--- src/rtl/ss_master.sv ---
// rtl/ss_master.sv - save-state bus initiator: walks ssbus slaves to save/load a 64-bit memory image
module ss_master #(
  parameter int N_SLAVES = 32,
  parameter int TIMEOUT  = 255
) (
  input  logic        clk,
  input  logic        reset,
  input  logic        start_save,
  input  logic        start_load,
  input  logic [31:0] base_addr,
  output logic        busy,
  output logic        done,
  output logic        error,
  output logic [31:0] mem_addr,
  output logic [63:0] mem_wdata,
  output logic        mem_req,
  output logic        mem_we,
  input  logic        mem_ack,
  input  logic [63:0] mem_rdata,
  output logic [7:0]  ssbus_select,
  output logic [23:0] ssbus_addr,
  output logic [63:0] ssbus_data,
  output logic        ssbus_query,
  output logic        ssbus_read,
  output logic        ssbus_write,
  input  logic        ssbus_ack,
  input  logic [63:0] ssbus_data_out,
  input  logic [31:0] ssbus_count
);

  typedef enum logic [3:0] {
    IDLE, S_QUERY, S_HDR, S_RD, S_WR, S_NEXT, S_END, L_HDR, L_RD, L_WR, DONE, ERR
  } state_t;

  localparam logic [63:0] MARKER   = 64'hFFFF_FFFF_FFFF_FFFF;
  localparam logic [8:0]  LAST_IDX = 9'(N_SLAVES - 1);
  localparam logic [8:0]  NS9      = 9'(N_SLAVES);
  localparam logic [31:0] TMO      = 32'(TIMEOUT);

  state_t      state, state_next;
  logic [8:0]  idx;
  logic [31:0] count;
  logic [31:0] k;
  logic [63:0] word;
  logic [31:0] tcnt;

  logic last_word;
  logic ss_timeout;
  logic hdr_bad;

  assign last_word  = (k == count - 32'd1);
  // ack in the same cycle as the expiry still counts as success
  assign ss_timeout = (tcnt == TMO) && !ssbus_ack;
  assign hdr_bad    = (mem_rdata[63:48] != 16'h5353) ||
                      ({1'b0, mem_rdata[39:32]} >= NS9) ||
                      (mem_rdata[31:0] > 32'h0100_0000);

  // state register
  always_ff @(posedge clk or posedge reset) begin
    if (reset) state <= IDLE;
    else       state <= state_next;
  end

  // next-state and strobe decode; all outputs are a function of state so reset clears them at once
  always_comb begin
    state_next   = state;
    busy         = 1'b0;
    done         = 1'b0;
    mem_req      = 1'b0;
    mem_we       = 1'b0;
    mem_wdata    = 64'd0;
    ssbus_select = 8'd0;
    ssbus_addr   = 24'd0;
    ssbus_data   = 64'd0;
    ssbus_query  = 1'b0;
    ssbus_read   = 1'b0;
    ssbus_write  = 1'b0;
    case (state)
      IDLE: begin
        if (start_save)      state_next = S_QUERY;
        else if (start_load) state_next = L_HDR;
      end
      S_QUERY: begin
        busy         = 1'b1;
        ssbus_query  = 1'b1;
        ssbus_select = idx[7:0];
        if (ssbus_ack)       state_next = (ssbus_count == 32'd0) ? S_NEXT : S_HDR;
        else if (ss_timeout) state_next = S_NEXT;
      end
      S_HDR: begin
        busy      = 1'b1;
        mem_req   = 1'b1;
        mem_we    = 1'b1;
        mem_wdata = {16'h5353, 8'h00, idx[7:0], count};
        if (mem_ack) state_next = S_RD;
      end
      S_RD: begin
        busy         = 1'b1;
        ssbus_read   = 1'b1;
        ssbus_select = idx[7:0];
        ssbus_addr   = k[23:0];
        if (ssbus_ack)       state_next = S_WR;
        else if (ss_timeout) state_next = ERR;
      end
      S_WR: begin
        busy      = 1'b1;
        mem_req   = 1'b1;
        mem_we    = 1'b1;
        mem_wdata = word;
        if (mem_ack) state_next = last_word ? S_NEXT : S_RD;
      end
      S_NEXT: begin
        busy       = 1'b1;
        state_next = (idx == LAST_IDX) ? S_END : S_QUERY;
      end
      S_END: begin
        busy      = 1'b1;
        mem_req   = 1'b1;
        mem_we    = 1'b1;
        mem_wdata = MARKER;
        if (mem_ack) state_next = DONE;
      end
      L_HDR: begin
        busy    = 1'b1;
        mem_req = 1'b1;
        if (mem_ack) begin
          if (mem_rdata == MARKER)           state_next = DONE;
          else if (hdr_bad)                  state_next = ERR;
          else if (mem_rdata[31:0] == 32'd0) state_next = L_HDR;
          else                               state_next = L_RD;
        end
      end
      L_RD: begin
        busy    = 1'b1;
        mem_req = 1'b1;
        if (mem_ack) state_next = L_WR;
      end
      L_WR: begin
        busy         = 1'b1;
        ssbus_write  = 1'b1;
        ssbus_select = idx[7:0];
        ssbus_addr   = k[23:0];
        ssbus_data   = word;
        if (ssbus_ack)       state_next = last_word ? L_HDR : L_RD;
        else if (ss_timeout) state_next = ERR;
      end
      DONE: begin
        done       = 1'b1;
        state_next = IDLE;
      end
      ERR:     state_next = IDLE;
      default: state_next = IDLE;
    endcase
  end

  // walk counters, captured words, image address and the sticky error flag
  always_ff @(posedge clk or posedge reset) begin
    if (reset) begin
      idx      <= 9'd0;
      count    <= 32'd0;
      k        <= 32'd0;
      word     <= 64'd0;
      mem_addr <= 32'd0;
      error    <= 1'b0;
    end else begin
      if (mem_req && mem_ack) mem_addr <= mem_addr + 32'd8;
      if (state_next == ERR && state != ERR) error <= 1'b1;
      case (state)
        IDLE: if (start_save || start_load) begin
          mem_addr <= {base_addr[31:3], 3'b000};
          idx      <= 9'd0;
          k        <= 32'd0;
          error    <= 1'b0;
        end
        S_QUERY: if (ssbus_ack) begin
          count <= ssbus_count;
          k     <= 32'd0;
        end
        S_RD:   if (ssbus_ack) word <= ssbus_data_out;
        S_WR:   if (mem_ack && !last_word) k <= k + 32'd1;
        S_NEXT: idx <= idx + 9'd1;
        L_HDR: if (mem_ack) begin
          idx   <= {1'b0, mem_rdata[39:32]};
          count <= mem_rdata[31:0];
          k     <= 32'd0;
        end
        L_RD:   if (mem_ack) word <= mem_rdata;
        L_WR:   if (ssbus_ack && !last_word) k <= k + 32'd1;
        default: ;
      endcase
    end
  end

  // ack-wait counter restarts on every state change, i.e. whenever a new strobe rises
  always_ff @(posedge clk or posedge reset) begin
    if (reset)                    tcnt <= 32'd0;
    else if (state_next != state) tcnt <= 32'd0;
    else if (tcnt != TMO)         tcnt <= tcnt + 32'd1;
  end

endmodule

--- config.mk ---
export PLATFORM = sky130hd
export DESIGN_NAME = ss_master
export DESIGN_NICKNAME = d
export VERILOG_FILES = /design/src/rtl/ss_master.sv
export SDC_FILE = /design/constraint.sdc
export NUM_CORES = 1
export LEC_CHECK = 0
export BUFFER_PORTS_ARGS = -buffer_cell sky130_fd_sc_hd__buf_2
export CORE_MARGIN = 5
export CORE_UTILIZATION = 23
export DETAILED_ROUTE_END_ITERATION = 8
export GPL_ROUTABILITY_DRIVEN = 0
export PLACE_DENSITY = 0.42
export RECOVER_POWER = 50
export SLEW_MARGIN = 20
export SYNTH_ARGS = -nofsm -noshare
export SYNTH_HDL_FRONTEND = slang
export SYNTH_SLANG_ARGS = --single-unit
--- constraint.sdc ---
create_clock -name clk -period 8.9 [get_ports clk]
set_input_delay 1.78 -clock clk [delete_from_list [all_inputs] [get_ports clk]]
set_output_delay 1.78 -clock clk [all_outputs]
set_load 0.01 [all_outputs]
Word level (Yosys, flattened, before mapping)
Cells that the tools add are included.

word-level totals
  logic and storage cells = 122
  register bits = 206
  memories kept = 0
  ROM bits = 0
  bits in writable memories = 0
  bits of input ports = 198
  bits in latches = 0
  output and inout bits = 200

cells by class
  magnitude comparators = 2
  divide/modulo/power cells = 0
  bitwise operators = 0
  $add $sub $neg = 5
  mux-type cells = 54
  shift-type cells = 0
  equal/unequal tests = 26
  $mul = 0
  reductions and logical operators = 27

operators by type and width
  cell                                                                                number
  32-bit two-way mux                                                                  12
  64-bit two-way mux                                                                  3
  64-bit case mux with 3 select lines                                                 1
  32-bit case mux with 5 select lines                                                 1
  64-bit case mux with 2 select lines                                                 1
  32-bit by 1-bit adder with 32-bit output (second input constant)                    2
  64-bit == test (second input constant)                                              1
  32-bit logical NOT                                                                  2
  4-bit two-way mux                                                                   16
  32-bit case mux with 2 select lines                                                 1
  4-bit case mux with 10 select lines                                                 1
  32-bit by 4-bit adder with 32-bit output (second input constant)                    1
  32-bit == test                                                                      1
  32-bit by 8-bit == test with 1-bit output (second input constant)                   1
  32-bit by 25-bit greater-than comparator with 1-bit output (second input constant)  1
  32-bit by 8-bit inequality test with 1-bit output (second input constant)           1
  32-bit by 1-bit subtractor with 32-bit output (second input constant)               1
  9-bit case mux with 3 select lines                                                  1
  24-bit two-way mux                                                                  1
  9-bit two-way mux                                                                   2
  4-bit by 3-bit == test with 1-bit output (second input constant)                    4
  4-bit == test (second input constant)                                               4
  16-bit by 15-bit inequality test with 1-bit output (second input constant)          1
  2-bit inequality test (second input constant)                                       7
  23 further kinds                                                                    47

Depth between registers and ports, before layout
  depth in word-level cells = 12
  gate-level depth with buffers = 16
  mapped depth without buffers = 12

Worst setup path after synthesis
OpenSTA, ideal clock, no wires.

  kind = in2reg
  start point = input port mem_rdata[29]
  end point = register tcnt[5]
  stages on the path = 11
  buffers on the path = 2
  required time = 8.815 ns
  arrival time = 4.461 ns
  setup time = 0.085 ns
  path slack = 4.354 ns
  cells stage by stage = nor4_1 > nand3_1 > nor4_1 > a21oi_1 > a2111oi_0 > nor2_1 > a221o_1 > or3_1 > buf_2 > buf_6 > nor3b_2

on the way
  longest elaborated chain between the ends = 8
  elaborated cells on any way between the ends = 12
  classes of those cells = order compare: 1; eq/ne: 2; mux: 6; reduce/logical: 3

ends and longest elaborated chain
  item                                                                                              RTL line  text
  start: declaration                                                                                19        input logic [63:0] mem_rdata,
  32-bit by 25-bit greater-than comparator with 1-bit output or 32-bit logical NOT (tied branches)  56, 129
  1-bit logical OR or 4-bit two-way mux (tied branches)                                             55, 129
  4-bit two-way mux                                                                                 128       else if (hdr_bad) state_next = ERR;
  4-bit two-way mux *                                                                               127       if (mem_rdata == MARKER) state_next = DONE;
  4-bit two-way mux *                                                                               126       if (mem_ack) begin
  4-bit case mux with 10 select lines *                                                             78        case (state)
  4-bit inequality test *                                                                           197       else if (state_next != state) tcnt <= 32'd0;
  32-bit two-way mux or 2-bit nonzero test (tied branches)                                          --
  end signal: assignment                                                                            198       else if (tcnt != TMO) tcnt <= tcnt + 32'd1;
  end: declaration                                                                                  45        logic [31:0] tcnt;

Every way passes the cells marked *; elsewhere a longest branch is shown, timed or not.
A chain may end at the register's enable or synchronous reset.

Worst setup path after layout
  start point = register state[2]
  end point = output port mem_wdata[8]

on the way
  longest elaborated chain between the ends = 2
  elaborated cells on any way between the ends = 4
  classes of those cells = eq/ne: 3; mux: 1

ends and longest elaborated chain
  item                                                                                                  RTL line  text
  start: declaration                                                                                    40        state_t state, state_next;
  start signal: assignment                                                                              61        else state <= state_next;
  4-bit by 3-bit == test with 1-bit output or 4-bit by 2-bit == test with 1-bit output (tied branches)  78
  64-bit case mux with 3 select lines *                                                                 78
  end: declaration                                                                                      15        output logic [63:0] mem_wdata,

Marked as above.

==> impl_metrics.yaml <==
sta:
  relSlewSlack_pct: -209
  max_freq_ghz: 0.153
  final.period_utilization_pct: 73.4
  slew_viol_final: 258
  fin_setup_tns_ps: 0
  period_minus_slack_ps: 6530
  finalHoldViolations: 0
  setup_viol: 0
  tightest_slew_ps: 4610
  fin_skew_ps: 22.3
  rsz0062_at_grt: "false"
status:
  outcome: "finished, violations left"
  violations: "max-capacitance violations, max-slew violations"
final_layout:
  syn_to_final_growth_pct: 26.1
  num-nets-final: 2195
  mostFrequentLayoutCells: "buf_2 (360), nand2_1 (259), dfrtp_1 (203)"
  layout_commonest_cell: "buf_2"
  final_cells: 2783
  drive_gt1_share_pct: 22.5
floorplanning:
  die_h_um: 252
  io_pins: 398
  die_area_mm2: 0.0637
  start_util_pct: 23.3
  die_x_um: 252
  core-area_mm2: 0.0579
  fp-row-count: 88
drt:
  wl_per_cell_um: 21.5
  finalWirelength_um: 60000
  ant_nets: 0
  dr.pass1.iters: 5
  first_iter_violations: 608
  vias: 13645
  avgViaCountPerCell: 4.90
  route.detailed.drc: 0
min_path:
  hold_class: "flop to flop"
clock_network:
  htree_levels: 1
  cts_max_path_buffers: 3
  clk_latency_ps: 570
  cts.hold.buffers_added: 0
  cts_setup_buffers: 0
  cts_tree: "built"
  cts_resized: 0
  cts-root-buf: "clkbuf_16"
  clkTransAtPathRegs_ps: 60
  numCtsBuffers: 27
  cts_sinks: 203
placement:
  numPlacedInstances: 2728
  port_buffers: 391
  dpl.hpwl_um: 46100
critical_path:
  worstSetupEndpointType: "output port"
  critPathLaunchType: "flop"
  slowest_delay_ps: 1230
  crit_path_max_fanout: 67
  path_cells: "clkbuf_1, nand2b_1, nor3_2, buf_4, nand2_1, o21ai_0, buf_2"
  crit_path_top_delay_cell: "clkbuf_1"
  worstPathRequired_ps: 7120
  worstSetupPathType: "flop to output port"
  arrival_ps: 4750
  crit_family: "buffers and inverters"
  crit_buf_inv: 3
global_routing:
  grt-ovfl-total: 0
  grt_max_degree: 95
  grt_pass1_vias: 13628
  grt_first_pass_wirelength_um: 89300
  track_usage_pct: 18.0
  antenna_found_initial: 18
logic_synthesis:
  ys_types: 72
  syn_inst: 1659
  syn_area_per_cell_um2: 8.14
  ys_warn_count: 0
  synthFlopType: "dfrtp_1"
  synth_edf_count: 0
  async_flop_share_pct: 100
  ys_ff_latch: 203
  synth_area_mm2: 0.0135
  yosysSeqAreaShare_pct: 37.6
power_and_ir_drop:
  power_density_mw_per_mm2: 291
  peakVddDrop_mv: 0.153
  leakagePower_uw: 0.00805
flow_run:
  drv_cap: 5
==> metrics by stage <==
stage	total power (uW)	hold slack [ps]	utilization, %	setup WS (ps)	instance area (um2)
after floorplan	2990	452	-	1580	13500
after global placement	3870	468	27.9	3390	16200
after detailed placement	3890	484	27.9	3390	16200
after CTS	5050	498	29.5	3510	17100
after global routing	5350	531	29.4	1990	17000
final	4960	493	29.4	2370	17000
==> power breakdown <==
group	total, uW	internal [uW]	switching, uW
Combinational	2190	768	1430
Clock	1120	666	451
Sequential	1650	1210	439
Total	4960	2650	2320
==> cell usage after synthesis, drive strengths merged (3+ instances only) <==
| cell | n | share of area (%) |
|---|---|---|
| a21boi | 3 | 0.17 |
| a21o | 20 | 1.1 |
| a21oi | 42 | 1.6 |
| a22oi | 6 | 0.33 |
| a31oi | 4 | 0.19 |
| a41oi | 3 | 0.19 |
| and2 | 77 | 3.6 |
| and3 | 27 | 1.3 |
| and4 | 5 | 0.32 |
| buf | 27 | 0.98 |
| clkbuf | 80 | 2.2 |
| dfrtp | 203 | 38 |
| ha | 5 | 0.46 |
| inv | 20 | 0.56 |
| mux2i | 100 | 7.4 |
| nand2 | 260 | 7.2 |
| nand2b | 12 | 0.56 |
| nand3 | 46 | 1.7 |
| nand4 | 46 | 2.2 |
| nand4b | 5 | 0.32 |
| nor2 | 137 | 3.8 |
| nor2b | 28 | 1.3 |
| nor3 | 33 | 1.5 |
| nor4 | 51 | 2.6 |
| o2111ai | 6 | 0.39 |
| o211ai | 10 | 0.56 |
| o21a | 3 | 0.17 |
| o21ai | 202 | 7.5 |
| o31ai | 14 | 0.78 |
| o32ai | 3 | 0.19 |
| or2 | 6 | 0.28 |
| or3 | 13 | 0.60 |
| or4 | 22 | 1.3 |
| xnor2 | 46 | 3.0 |
| xor2 | 63 | 4.1 |
==> state kept, by name, summed over array words and instances (netlist names) <==
name / cells
tcnt: 32
count: 32
error: 1
word: 64
state: 4
mem_addr: 29
idx: 9
k: 32
==> layer usage <==
metal	part of all wire [%]	vias to the layer above	GRT usage (%)
met5	0.12	-	0
met3	6.2	87	3.74
met4	2.5	12	4.39
met1	44	6582	24.0
li1	-	6515	-
met2	48	449	30.1
==> cell families (layout without fill, tap and decap cells) <==
group	after synthesis	after routing	synth area share, %
AND/OR/NAND/NOR	777	777	29.1
multiplexers	102	102	7.58
flip-flops	203	203	37.6
buffers and inverters	127	478	3.76
other	1	9	0.0278
XOR/XNOR	109	109	7.07
AO/OA/AOI/OAI	335	335	14.4
adder cells (fa/ha/maj)	5	5	0.463
==> worst register-to-register path, stage by stage, from the launching register on <==
cell,delay [ps]
dfrtp_1,1090
clkbuf_1,1250
nand2b_1,340
nor2_1,710
clkbuf_1,1930
a21oi_4,70
buf_4,380
nand2_1,160
o21ai_0,90
==> worst paths after layout <==
| path | startpoint | to | slack (ps) | cells past startpoint |
|---|---|---|---|---|
| hold / removal | word[12] | word[12] | 490 | 2 |
| hold reg to reg | word[12] | word[12] | 490 | 2 |
| min in group asynchronous | reset | tcnt[20] | 2590 | 2 |
| setup reg to reg | state[2] | count[12] | 2750 | 8 |
| setup / recovery | state[2] | mem_wdata[8] | 2370 | 7 |
| max in group asynchronous | reset | tcnt[29] | 4000 | 3 |
==> cell type report <==
class | instances | area [um2]
clock buffers | 41 | 828
well taps | 765 | 957
fillers | 6401 | 40900
flip-flops and latches | 203 | 5080
multi-input cells | 1331 | 7970
diodes | 6 | 15.0
clock inverters | 8 | 71.3
inverters | 20 | 76.3
repair buffers | 409 | 2040
Power figures use the tool's default switching activity.
